===== src/rtl/fetch_stage.sv =====
// Instruction fetch front end: owns the PC, requests words from icache and buffers them
// in an in-order prefetch queue. Optional perf counters are built when FETCH_PERF_EN is defined.
module fetch_stage #(
  parameter logic [31:0] PC_INIT = 32'h0000_0000,
  parameter int          QDEPTH  = 2
) (
  input  logic        CLK,
  input  logic        RST,
  input  logic        ihit,
  input  logic [31:0] imemload,
  output logic        imemREN,
  output logic [31:0] imemaddr,
  input  logic        redirect,
  input  logic [31:0] redirect_pc,
  input  logic        halt,
  input  logic        id_ready,
  output logic        if_valid,
  output logic [31:0] if_instr,
  output logic [31:0] if_pc,
  output logic [31:0] if_npc,
  output logic [31:0] fetch_cnt,
  output logic [31:0] stall_cnt
);

  localparam int PTR_W = $clog2(QDEPTH);
  localparam int CNT_W = PTR_W + 1;
  localparam logic [CNT_W-1:0] FULL = CNT_W'(QDEPTH);

  logic [31:0]      pc;
  logic [PTR_W-1:0] rd_ptr;
  logic [PTR_W-1:0] wr_ptr;
  logic [CNT_W-1:0] count;
  logic             halted;

  logic [31:0] q_pc    [QDEPTH];
  logic [31:0] q_instr [QDEPTH];

  logic req;
  logic enq;
  logic deq;
  logic stall;

  // QDEPTH is a power of two, so the natural pointer wrap is the modulo.
  function automatic logic [PTR_W-1:0] ptr_inc(input logic [PTR_W-1:0] p);
    return p + PTR_W'(1);
  endfunction

  function automatic logic [31:0] word_align(input logic [31:0] a);
    return {a[31:2], 2'b00};
  endfunction

  // Full check looks at registered count only, so a same-cycle dequeue never unblocks a request.
  assign req      = !RST && !halted && !redirect && (count < FULL);
  assign enq      = req && ihit;
  assign stall    = req && !ihit;
  assign deq      = if_valid && id_ready;

  assign imemREN  = req;
  assign imemaddr = pc;

  // Control state
  always_ff @(posedge CLK) begin
    if (RST) begin
      pc     <= PC_INIT;
      rd_ptr <= '0;
      wr_ptr <= '0;
      count  <= '0;
      halted <= 1'b0;
    end else begin
      if (halt) halted <= 1'b1;
      if (redirect) begin
        pc     <= word_align(redirect_pc);
        rd_ptr <= '0;
        wr_ptr <= '0;
        count  <= '0;
      end else begin
        if (enq) begin
          wr_ptr <= ptr_inc(wr_ptr);
          pc     <= pc + 32'd4;
        end
        if (deq) rd_ptr <= ptr_inc(rd_ptr);
        case ({enq, deq})
          2'b10:   count <= count + CNT_W'(1);
          2'b01:   count <= count - CNT_W'(1);
          default: count <= count;
        endcase
      end
    end
  end

  // Queue storage: data only, never reset
  always_ff @(posedge CLK) begin
    if (enq) begin
      q_pc[wr_ptr]    <= pc;
      q_instr[wr_ptr] <= imemload;
    end
  end

  assign if_valid = (count != '0);
  assign if_pc    = q_pc[rd_ptr];
  assign if_instr = q_instr[rd_ptr];
  assign if_npc   = q_pc[rd_ptr] + 32'd4;

`ifdef FETCH_PERF_EN
  logic [31:0] fetch_q;
  logic [31:0] stall_q;

  always_ff @(posedge CLK) begin
    if (RST) begin
      fetch_q <= '0;
      stall_q <= '0;
    end else begin
      if (enq)   fetch_q <= fetch_q + 32'd1;
      if (stall) stall_q <= stall_q + 32'd1;
    end
  end

  assign fetch_cnt = fetch_q;
  assign stall_cnt = stall_q;
`else
  logic unused_stall;
  assign unused_stall = stall;
  assign fetch_cnt    = '0;
  assign stall_cnt    = '0;
`endif

endmodule


===== config.mk =====
export PLATFORM = sky130hd
export DESIGN_NAME = fetch_stage
export DESIGN_NICKNAME = d
export VERILOG_FILES = /design/src/rtl/fetch_stage.sv
export SDC_FILE = /design/constraint.sdc
export NUM_CORES = 1
export LEC_CHECK = 0
export CAP_MARGIN = 10
export CORE_ASPECT_RATIO = 0.75
export CORE_MARGIN = 8
export CORE_UTILIZATION = 43
export CTS_BUF_LIST = sky130_fd_sc_hd__clkbuf_2
export DETAILED_ROUTE_END_ITERATION = 7
export PLACE_DENSITY = 0.91
export SLEW_MARGIN = 20
export SYNTH_ARGS = -nofsm -noshare
export SYNTH_HDL_FRONTEND = slang
export SYNTH_SLANG_ARGS = --single-unit

===== constraint.sdc =====
create_clock -name CLK -period 5.2 [get_ports CLK]
set_input_delay 1.04 -clock CLK [delete_from_list [all_inputs] [get_ports CLK]]
set_output_delay 1.04 -clock CLK [all_outputs]
set_load 0.05 [all_outputs]

==> flow_summary.ini <==
[routing]
wl_per_cell_um = 19.53
firstDrtPassIters = 6
drt-initial-drc-count = 508
routed_wl_um = 21040
maxUsedRoutingLayer = met4
via_per_inst = 5.173
dr_wl_met3_um = 1839
wl_met1_um = 9086
drc = 0
vias = 5571
wl_met2_um = 9902
ant_nets = 0

[sta]
finalSetupTns_ns = 0
drv_slew = 0
setup_viol = 0
setup_slack_ns = 0.3554
slew_headroom_pct = 41.63
tightest_slew_ns = 0.8755
hold_viol = 0
period_share_pct = 93.17
rsz0062_at_grt = false
fmax_mhz = 206.4
holdWs_ns = 0.5592
finalCriticalPeriod_ns = 4.845
fin_skew_ns = 0.03966

[placement]
portBuffers = 191
place_area_um2 = 9726
hpwl_um = 15470
pre_cts_ws_ns = 0.9208
gp_congestion = 0.8150

[logic_synthesis]
synth_cells = 629
ys_ff_latch = 160
synth_ff_type = edfxtp_1
synth_warnings = 0
synth-seq-area-share_pct = 56.84
syn_area_um2 = 7819
synthArstFlopShare_pct = 0
yosysUniqueCellTypes = 67
synth_edf_count = 124
synth.avg_cell_area_um2 = 12.43

[worst_setup_path]
arrival_ns = 3.80
end_kind = primary output
critPathLaunchType = flop
cp_slowest_stage_delay_ns = 0.82
cp_data_required_time_ns = 4.16
criticalPathCategory = reg2out
crit_fanout = 31
cp_cell_sequence = buf_4 -> nand3_1 -> a22oi_2 -> and3_1 -> nand2_1 -> xnor2_1 -> clkdlybuf4s50_1
worst_path_max_delay_cell = clkdlybuf4s50_1

[finish]
final_cell_mix = clkdlybuf4s50_1, edfxtp_1, conb_1
drive_above_1_share_pct = 13.89
area_growth_pct = 27.60
multi_input_area_um2 = 2942
fillers = 1442
regArea_um2 = 4448
nets = 895
final_common_cell = clkdlybuf4s50_1
antennaDiodeCount = 0
design_area_um2 = 9977

[power]
p_leak_nw = 3.547
peakVddDrop_uv = 153.5
powerDensity_nw_per_um2 = 255.5

[clocking]
insertion_delay_ns = 0.73
htreeDepth = 4
clk_pin_slew_ns = 0.25
cts_sinks = 160
root_buffer = clkbuf_2
clockBufferDepth = 2
cts_tree = built
cts_setup_buffers = 0
numCtsBuffers = 17

[grt]
grt_max_degree = 63
antenna_found_initial = 0
overflow = 0
first_global_vias = 5480
grt_first_pass_wirelength_um = 31540
grt_usage_pct = 17.96

[outcome]
outcome = complete, no violations

[floorplan]
dieHeight_um = 132.8
initial_core_util_pct = 44.15
die_x_um = 171.7
num_rows = 42
io_pins = 264
core_um2 = 17710
dieArea_um2 = 22800

[worst_hold_path]
hold_path.class = reg2reg

[run]
cap_violations = 0
-- cells by family after synthesis --
logic type / share of synthesized area, %
multiplexers: 9.249
other: 0.04796
AND/OR/NAND/NOR: 13.12
adder cells (fa/ha/maj): 0.4801
buffers and inverters: 9.009
AO/OA/AOI/OAI: 6.993
flip-flops: 56.84
XOR/XNOR: 4.257
-- per-stage QoR --
stage	utilization (%)	total power, mW	instances
after CTS	56.17	2.567	1077
after global routing	56.34	2.647	1077
after detailed placement	54.92	1.933	1045
after global placement	54.92	1.925	1045
after floorplan	-	1.817	698
final	56.34	2.549	1077
-- synthesized netlist by cell type (8+ instances only) --
library cell,count,area (um2)
mux2i_1,10,100.1
xnor2_1,20,175.2
nor2_1,35,131.4
edfxtp_1,124,3724
xor2_1,18,157.7
nand2_1,42,157.7
buf_4,71,533.0
clkbuf_1,10,37.54
nand4_1,16,100.1
buf_2,8,40.04
inv_1,14,52.55
mux2_2,52,585.6
nor3_1,9,45.04
a31oi_1,9,56.30
dfxtp_1,36,720.7
a21oi_1,17,85.08
o21ai_0,12,60.06
nand3_1,23,115.1
and3_1,9,56.30
-- cell type report --
class / count / area share, %
sequential: 160 / 44.58
tap: 242 / 3.035
timing repair buffer: 198 / 20.10
multi-input combinational: 430 / 29.48
clock inverter: 15 / 1.379
inverter: 15 / 0.5643
clock buffer: 17 / 0.8528
-- critical path, delay by kind of cell (launching register included) --
| family | cells | cell delay [ns] |
|---|---|---|
| AOI/OAI and AO/OA | 1 | 0.45 |
| xor gates and xnor gates | 1 | 0.13 |
| buffers and inverters | 2 | 1.23 |
| and+or+nand+nor | 3 | 0.63 |
| DFF | 1 | 0.60 |
-- path summary, 6_finish.rpt --
kind / endpoint / cells after the start / slack (ns) / start
max reg2reg: q_instr[0][15] / 5 / 2.46 / count[1]
min: q_pc[0][30] / 0 / 0.56 / imemaddr[30]
max: if_npc[19] / 7 / 0.36 / flop
min reg2reg: q_pc[0][30] / 0 / 0.56 / imemaddr[30]
-- flip-flops by register name, indices dropped and copies added (netlist names), named ones only --
name / cells
q_pc: 60
imemaddr: 30
rd_ptr: 1
count: 2
wr_ptr: 1
halted: 1
q_instr: 64
-- report_power, final --
| group | switching, mW | internal (mW) |
|---|---|---|
| combinational | 0.322 | 0.135 |
| clock | 0.464 | 0.177 |
| sequential | 0.0415 | 1.41 |
-- layer usage --
| layer | vias up | GRT usage (%) |
|---|---|---|
| li1 | 2585 | - |
| met1 | 2720 | 24.02 |
| met2 | 249 | 28.32 |
| met3 | 17 | 5.082 |
| met4 | 0 | 4.096 |
| met5 | - | 0 |
-- repair_timing --
action	CTS	global route
hold buffers	0	0
setup endpoints to repair	0	10
gates resized for setup	0	11
Power figures use the tool's default switching activity.
